==> src/rtl/divider.sv <==
// Iterative radix-2 restoring divider for DIV/DIVU/REM/REMU.
// One quotient bit per cycle, sign fix-up in a final cycle, and
// single-cycle completion for divide-by-zero and signed overflow.
module divider #(
    parameter int WIDTH = 32
) (
    input  logic             i_clk,
    input  logic             i_rst,
    input  logic             i_start,
    input  logic             i_signed,
    input  logic [WIDTH-1:0] i_a,
    input  logic [WIDTH-1:0] i_b,
    output logic [WIDTH-1:0] o_quotient,
    output logic [WIDTH-1:0] o_remainder,
    output logic             o_done,
    output logic             o_busy
);

    // state | meaning
    // IDLE  | waiting for i_start; special cases complete from here
    // DIV   | one restoring-division step per cycle, counter counts down
    // FIX   | apply quotient/remainder signs, publish results, pulse done
    typedef enum logic [1:0] {
        IDLE,
        DIV,
        FIX
    } state_t;

    localparam logic [WIDTH-1:0] MIN_NEG = {1'b1, {(WIDTH-1){1'b0}}};

    state_t           state;
    logic [WIDTH-1:0] dividend;   // shifts out dividend bits, shifts in quotient bits
    logic [WIDTH-1:0] divisor;
    logic [WIDTH-1:0] rem;
    logic [5:0]       cnt;
    logic             neg_q;
    logic             neg_r;

    logic             a_neg;
    logic             b_neg;
    logic [WIDTH-1:0] a_mag;
    logic [WIDTH-1:0] b_mag;
    logic [WIDTH:0]   rem_sh;
    logic [WIDTH:0]   diff;

    // Operand magnitudes and the trial subtraction of the current step
    always_comb begin
        a_neg  = i_signed & i_a[WIDTH-1];
        b_neg  = i_signed & i_b[WIDTH-1];
        a_mag  = a_neg ? -i_a : i_a;
        b_mag  = b_neg ? -i_b : i_b;
        rem_sh = {rem, dividend[WIDTH-1]};
        diff   = rem_sh - {1'b0, divisor};
    end

    // Division FSM with registered results, done and busy
    always_ff @(posedge i_clk) begin
        if (i_rst) begin
            state       <= IDLE;
            dividend    <= '0;
            divisor     <= '0;
            rem         <= '0;
            cnt         <= '0;
            neg_q       <= 1'b0;
            neg_r       <= 1'b0;
            o_quotient  <= '0;
            o_remainder <= '0;
            o_done      <= 1'b0;
            o_busy      <= 1'b0;
        end else begin
            o_done <= 1'b0;
            case (state)
                IDLE: begin
                    if (i_start) begin
                        if (i_b == '0) begin
                            o_quotient  <= '1;
                            o_remainder <= i_a;
                            o_done      <= 1'b1;
                        end else if (i_signed && i_a == MIN_NEG && i_b == '1) begin
                            o_quotient  <= MIN_NEG;
                            o_remainder <= '0;
                            o_done      <= 1'b1;
                        end else begin
                            dividend <= a_mag;
                            divisor  <= b_mag;
                            rem      <= '0;
                            cnt      <= 6'(WIDTH);
                            neg_q    <= a_neg ^ b_neg;
                            neg_r    <= a_neg;
                            o_busy   <= 1'b1;
                            state    <= DIV;
                        end
                    end
                end
                DIV: begin
                    if (!diff[WIDTH]) begin
                        rem      <= diff[WIDTH-1:0];
                        dividend <= {dividend[WIDTH-2:0], 1'b1};
                    end else begin
                        rem      <= rem_sh[WIDTH-1:0];
                        dividend <= {dividend[WIDTH-2:0], 1'b0};
                    end
                    cnt <= cnt - 6'd1;
                    if (cnt == 6'd1) begin
                        state <= FIX;
                    end
                end
                FIX: begin
                    o_quotient  <= neg_q ? -dividend : dividend;
                    o_remainder <= neg_r ? -rem : rem;
                    o_done      <= 1'b1;
                    o_busy      <= 1'b0;
                    state       <= IDLE;
                end
                default: state <= IDLE;
            endcase
        end
    end

endmodule

==> config.mk <==
export PLATFORM = sky130hd
export DESIGN_NAME = divider
export DESIGN_NICKNAME = d
export VERILOG_FILES = /design/src/rtl/divider.sv
export SDC_FILE = /design/constraint.sdc
export NUM_CORES = 1
export LEC_CHECK = 0
export BUFFER_PORTS_ARGS = -buffer_cell sky130_fd_sc_hd__buf_2
export CORE_MARGIN = 2
export CORE_UTILIZATION = 39
export CTS_BUF_LIST = sky130_fd_sc_hd__clkbuf_4
export DETAILED_ROUTE_END_ITERATION = 12
export PLACE_DENSITY = 0.54
export SETUP_SLACK_MARGIN = 0.5
export SLEW_MARGIN = 0
export SYNTH_ARGS = -nofsm -noshare
export SYNTH_HDL_FRONTEND = slang
export SYNTH_SLANG_ARGS = --single-unit
==> constraint.sdc <==
create_clock -name i_clk -period 4 [get_ports i_clk]
set_input_delay 0.6 -clock i_clk [delete_from_list [all_inputs] [get_ports i_clk]]
set_output_delay 0.6 -clock i_clk [all_outputs]
set_load 0.02 [all_outputs]
### Yosys cells after proc, flatten, opt, wreduce, memory -nomap -nowiden

Index checks and enable logic that the tools add are counted.
W data, S select, Z words.

* memory bits (read-only): 0
* bits in latches: 0
* memories kept: 0
* output and inout bits: 66
* memory bits (writable): 0
* logic and storage cells: 82
* input port bits: 68
* flip-flop bits (word level): 172

* bitwise operators: 5
* multiply operators: 0
* magnitude comparators: 0
* reduce and logical (&&, ||, !) cells: 11
* multiplexer cells: 39
* equality and inequality tests: 10
* add/subtract/negate cells: 6
* divide/modulo/power cells: 0
* shift-type cells: 0

Operator list (number)
* $mux W32: 17
* $pmux W32 S2: 4
* $neg A32 Y32: 4
* $eq A32 B32 Y1 const B: 2
* $sub A33 B32 Y33: 1
* $logic_not A32 Y1: 1
* $mux W6: 3
* $reduce_and A4 Y1: 4
* $pmux W6 S2: 1
* $mux W2: 4
* $ne A2 B2 Y1 const B: 4
* $mux W1: 7
* $eq A6 B1 Y1 const B: 1
* $sub A6 B1 Y6 const B: 1
* $pmux W1 S2: 2
* $pmux W2 S2: 1
* $reduce_bool A2 Y1: 2
* $ne A3 B3 Y1 const B: 1
* $reduce_and A3 Y1: 1
* $and A1 B1 Y1: 2
* $eq A2 B1 Y1 const B: 1
* $eq A2 B2 Y1 const B: 1
* $logic_and A1 B1 Y1: 2
* $logic_not A2 Y1: 1
* 2 further kinds: 3

### Logic depth before layout (Yosys ltp)

* depth after elaboration: 7
* gate-level depth with buffers: 15
* gate-level depth less buffers: 13

### Least setup slack after synthesis

No wires, ideal clock.

* path kind: register to register
* from: register dividend[31]
* to: register rem[12]
* stages on the path, launching flop included: 16
* period minus slack after synthesis: 3.284 ns
* setup slack: 0.716 ns
* arrival time: 3.153 ns
* path buffers: 2
* library setup time: 0.131 ns
* required time: 3.869 ns
* path through: dfxtp_1 > inv_1 > ha_1 > fa_1 > nor2b_1 > o21ai_0 > o21ai_1 > a41oi_2 > o21ba_2 > o21ai_1 > a221oi_1 > a311oi_1 > buf_4 > buf_4 > mux2i_1 > o21ai_0

* word-level cells in the longest chain between the ends: 3

Ends and longest elaborated chain
* from (decl): RTL line 32 `logic [WIDTH-1:0] dividend;`
* from (signal assigned): RTL line 84 `dividend <= a_mag;`
* from (signal assigned): RTL line 98 `dividend <= {dividend[WIDTH-2:0], 1'b1};`
* from (signal assigned): RTL line 101 `dividend <= {dividend[WIDTH-2:0], 1'b0};`
* $sub A33 B32 Y33: RTL line 53 `diff = rem_sh - {1'b0, divisor};`
* $mux W32: RTL line 96 `if (!diff[WIDTH]) begin`
* $pmux W32 S2: RTL line 72 `case (state)`
* to (signal assigned): RTL line 97 `rem <= diff[WIDTH-1:0];`
* to (signal assigned): RTL line 100 `rem <= rem_sh[WIDTH-1:0];`
* to (decl): RTL line 34 `logic [WIDTH-1:0] rem;`

No other way between the ends.
A chain may end at the register's enable or synchronous reset.

### Final worst setup path

* from: register divisor[0]
* to: register rem[26]

* word-level cells in the longest chain between the ends: 3

Ends and longest elaborated chain
* from (decl): RTL line 33 `logic [WIDTH-1:0] divisor;`
* from (signal assigned): RTL line 85 `divisor <= b_mag;`
* $sub A33 B32 Y33: RTL line 53
* $mux W32: RTL line 96
* $pmux W32 S2: RTL line 72

No other way between the ends.

==> out/results.txt <==
The run finished with clean final reports. The class of the most critical setup path is reg -> reg. The relative area change from synthesis to final layout came out at 16.7%.

The tools report the relative max-transition margin as 0.247. In this run the worst setup path begins at divisor[0]. The run gives 0.197 as the clock network power share. The worst setup path is captured at a register. Routability-driven placement finished with a final weighted congestion of 0.864. In this run the most used layer during global routing was met2. The die is 170 um wide. Data on the critical path is required at its endpoint by 4.50 ns. After detailed routing, the number of remaining DRC violations is 0.

The library cells used most frequently in the layout, excluding fill and tap cells, are 164 x sky130_fd_sc_hd__dfxtp_1, 149 x sky130_fd_sc_hd__nor2_1, 132 x sky130_fd_sc_hd__buf_2. The tools report the half-perimeter wire length after detailed placement as 23100 um. For the worst-skew pair, the clock arrives at the later sink with an insertion delay of 0.57 ns.

The analysis attributes to cell leakage a power of 5.07 nW. The data arrival time at the worst-slack endpoint was 3.94 ns; the clock slew seen by the registers of the worst setup and hold paths was 0.15 ns. The number of antenna violations at the first check in global routing was 2; the peak clock frequency supported by timing was 291 MHz.

Fraction of registers with async set/reset: 0. The logs give 134 for the number of top-level design ports and 0 for the number of hold buffers added after CTS. The period utilization was 0.859; the power density of the placed cells was 392 nW/um2.

The floorplan core area was 27000 um2. Dividing the synthesized area by the synthesized cell count gives 7.97 um2. The tools report the global-route track usage on met3 as 0.0303. After synthesis the netlist holds a flip-flop and latch count of 172. TritonCTS built the clock tree. The routed design has 31000 um of wire. For the pin with the worst max-slew slack, the measured transition is 1.13 ns. Setup repair after global routing could not meet its margin everywhere. During synthesis, Yosys emitted a total of 0 warnings. The summed negative setup slack over all endpoints was 0 ns. The commonest non-fill, non-tap cell in the layout is sky130_fd_sc_hd__dfxtp_1.

For the number of maximum-capacitance constraint violations, the log shows 0. The floorplan step defined a die boundary enclosing 28800 um2. The run gives 9315 as the number of global-route vias before repair. Dividing the detail-routed via count by the number of cells gives 5.49.

The proportion of layout cells with a drive suffix above 1 works out to 0.187. The first TritonRoute pass finished after 5 iterations. In this run the cell area measured after placement is 11900 um2. The logs give 0 for the final count of pins violating max slew and 0 for the post-detailed-route count of antenna-violating nets.

The number of clock buffers added by TritonCTS is 17. The first global-routing pass estimated 50300 um of wire. The count of input and output buffers was 133; the post-synthesis instance area was 10700 um2. After the first detailed-routing iteration, the DRC count stood at 696. The run gives 0.321 as the sequential share of the synthesized area. The logs give 0.00306 W for the internal power summed over all cells and 0.408 for the relative contribution of combinational cells to total power. The tools report the met2 usage in global routing as 0.356. After layout, the minimum clock period comes to 3.44 ns.

For this run the aggregate overflow at the end of global routing stands at 0. The largest driver fanout on the critical path was 5; the maximum number of pins on one net before global-route repair was 58. Measured along the y axis, the die boundary spans 170 um. The class of the tightest hold or removal check is in -> reg. The worst setup path is launched from a register. For the buffer depth of the longest clock path, the log shows 2. Yosys mapped a number of flops with a built-in enable equal to 0. The logs give 0.564 ns for the worst setup margin and 0.216 for the overall track demand over capacity in global routing. The net switching fraction of the power is 0.374. The main flop type after synthesis was sky130_fd_sc_hd__dfxtp_1. The tools report the sequential fraction of design power as 0.396. The logs give 0.0209 ns for the clock skew and 1579 for the number of nets in the layout. VDD sags by at most 0.237 mV. The synthesized netlist contains 64 unique library cells.

The startpoint identified for the worst register-to-register timing path is divisor[0]. Counting every instance in the synthesized netlist gives 1344. The floorplan has 60 rows. The run gives 0.398 as the initial standard-cell utilization of the core. Counting the fill cells in the layout gives 2720. CTS placed an instance of sky130_fd_sc_hd__clkbuf_4 at the clock tree root. The total via count after detailed routing came out at 10000. Counting every net in the synthesized netlist gives 1452. Once layout is done, the placed cells without fillers occupy 12500 um2. The run gives 0 as the setup-violating endpoint count in the final report. The hold violation count in the final report was 0; the worst hold slack after final layout was 0.303 ns. The clock net in this run drives a total of 172 sinks.

In this run the most critical hold path is launched from i_a[0]. After detailed routing, the average wire length per cell comes to 17.0 um. OpenSTA, run right after detailed placement, puts the worst setup slack at 0.229 ns.

The tools report the routing usage on met1 as 0.300. The H-tree generated during clock tree synthesis spans 4 levels. The total net switching power came out at 0.00183 W.
==> cell usage after synthesis, types with 6 or more instances <==
master                     instances  area (um2)
sky130_fd_sc_hd__clkbuf_1         59         221
sky130_fd_sc_hd__nor2_1          152         571
sky130_fd_sc_hd__or3_1            14        87.6
sky130_fd_sc_hd__inv_1            60         225
sky130_fd_sc_hd__and2_1            6        37.5
sky130_fd_sc_hd__dfxtp_1         172        3440
sky130_fd_sc_hd__buf_1             8        30.0
sky130_fd_sc_hd__nor3_1           36         180
sky130_fd_sc_hd__o41ai_1          14         123
sky130_fd_sc_hd__nand2_1         110         413
sky130_fd_sc_hd__xnor2_1          78         683
sky130_fd_sc_hd__nand2b_1          7        43.8
sky130_fd_sc_hd__or4_1            13        97.6
sky130_fd_sc_hd__a222oi_1         23         230
sky130_fd_sc_hd__o31ai_1          35         263
sky130_fd_sc_hd__nand4_1          15        93.8
sky130_fd_sc_hd__o21a_1            7        52.6
sky130_fd_sc_hd__nand3_1          15        75.1
sky130_fd_sc_hd__a22oi_1          23         173
sky130_fd_sc_hd__o21ai_1          15        75.1
sky130_fd_sc_hd__nor4_1           11        68.8
sky130_fd_sc_hd__o21ai_0          88         440
sky130_fd_sc_hd__a21o_1           13        97.6
sky130_fd_sc_hd__xor2_1           69         604
sky130_fd_sc_hd__a211oi_1         61         458
sky130_fd_sc_hd__mux2i_1          27         270
sky130_fd_sc_hd__a21oi_1          84         420
sky130_fd_sc_hd__buf_2             9        45.0
sky130_fd_sc_hd__nor2b_1           7        43.8
sky130_fd_sc_hd__ha_1             39         488
==> power groups by stage <==
stage          Clock, W  Combinational [W]  Sequential, W
6_report       0.000964            0.00200        0.00194
5_1_grt         0.00107            0.00219        0.00196
4_1_cts         0.00100            0.00188        0.00193
3_5_place_dp          0            0.00172        0.00197
3_3_place_gp          0            0.00171        0.00197
2_1_floorplan         0            0.00127        0.00194
==> critical path, cell delays in order (launching register included) <==
cell and delay (ns):
sky130_fd_sc_hd__dfxtp_1 0.39, sky130_fd_sc_hd__ha_4 0.19, sky130_fd_sc_hd__fa_2 0.39, sky130_fd_sc_hd__nor2b_1 0.15, sky130_fd_sc_hd__o21ai_1 0.11, sky130_fd_sc_hd__o21ai_1 0.23
sky130_fd_sc_hd__a41oi_2 0.20, sky130_fd_sc_hd__o21ba_4 0.26, sky130_fd_sc_hd__o21ai_2 0.14, sky130_fd_sc_hd__buf_4 0.14, sky130_fd_sc_hd__buf_6 0.09, sky130_fd_sc_hd__a22o_4 0.14
sky130_fd_sc_hd__a311oi_4 0.08, sky130_fd_sc_hd__buf_6 0.17, sky130_fd_sc_hd__buf_4 0.14, sky130_fd_sc_hd__buf_6 0.12, sky130_fd_sc_hd__or3b_1 0.34, sky130_fd_sc_hd__o21ai_1 0.11
==> per-stage QoR <==
| step | total power (W) | util | cells |
|---|---|---|---|
| 2_1_floorplan | 0.00321 | - | 1344 |
| 3_3_place_gp | 0.00368 | 0.440 | 1772 |
| 3_5_place_dp | 0.00369 | 0.440 | 1772 |
| 4_1_cts | 0.00482 | 0.456 | 1817 |
| 5_1_grt | 0.00522 | 0.464 | 1827 |
| 6_report | 0.00490 | 0.464 | 1827 |
==> area by class of cell <==
class / instances / area (um2) / share of cell area
sequential: 172 / 3450 / 0.276
clock inverter: 15 / 124 / 0.00991
clock buffer: 17 / 128 / 0.0102
tap: 341 / 427 / 0.0341
inverter: 60 / 225 / 0.0180
antenna: 2 / 5.00 / 0.000400
timing repair buffer: 188 / 1220 / 0.0980
multi-input combinational: 1032 / 6910 / 0.553
==> kinds of logic (layout without fill, tap and decap cells) <==
| family | after synthesis | count (layout) | synth area share |
|---|---|---|---|
| other | 0 | 2 | 0 |
| muxes | 29 | 29 | 0.0273 |
| xor gates and xnor gates | 147 | 147 | 0.120 |
| DFF | 172 | 172 | 0.321 |
| buffers and inverters | 140 | 280 | 0.0515 |
| adders and majority gates | 40 | 40 | 0.0474 |
| and+or+nand+nor | 404 | 404 | 0.173 |
| AOI/OAI and AO/OA | 412 | 412 | 0.259 |
==> registers in the layout, indices dropped and copies added, names as in the netlist <==
register	cells
o_done	1
o_remainder	32
rem	32
o_quotient	32
o_busy	1
dividend	32
neg_r	1
neg_q	1
cnt	6
divisor	32
state	2
==> path summary, 6_finish.rpt <==
kind	to	slack, ns	depth (start not counted)
worst max-delay path	rem[26]	0.56	17
worst min-delay path	o_remainder[0]	0.30	3
worst max register to register	rem[26]	0.56	17
worst min register to register	divisor[31]	0.46	2
==> what timing repair did <==
item | CTS | global route
buffers inserted | 12 | 7
endpoints found under the hold margin | 0 | 0
resized for setup | 6 | 38
setup endpoints to repair | 29 | 33
pin swaps | 4 | 19
gates cloned | 1 | 1
==> metal layers <==
layer	vias up	wire, um
li1	5141	-
met1	4682	15200
met2	193	14400
met3	16	1070
met4	0	367
met5	-	0
(Power assumes the default switching activity.)
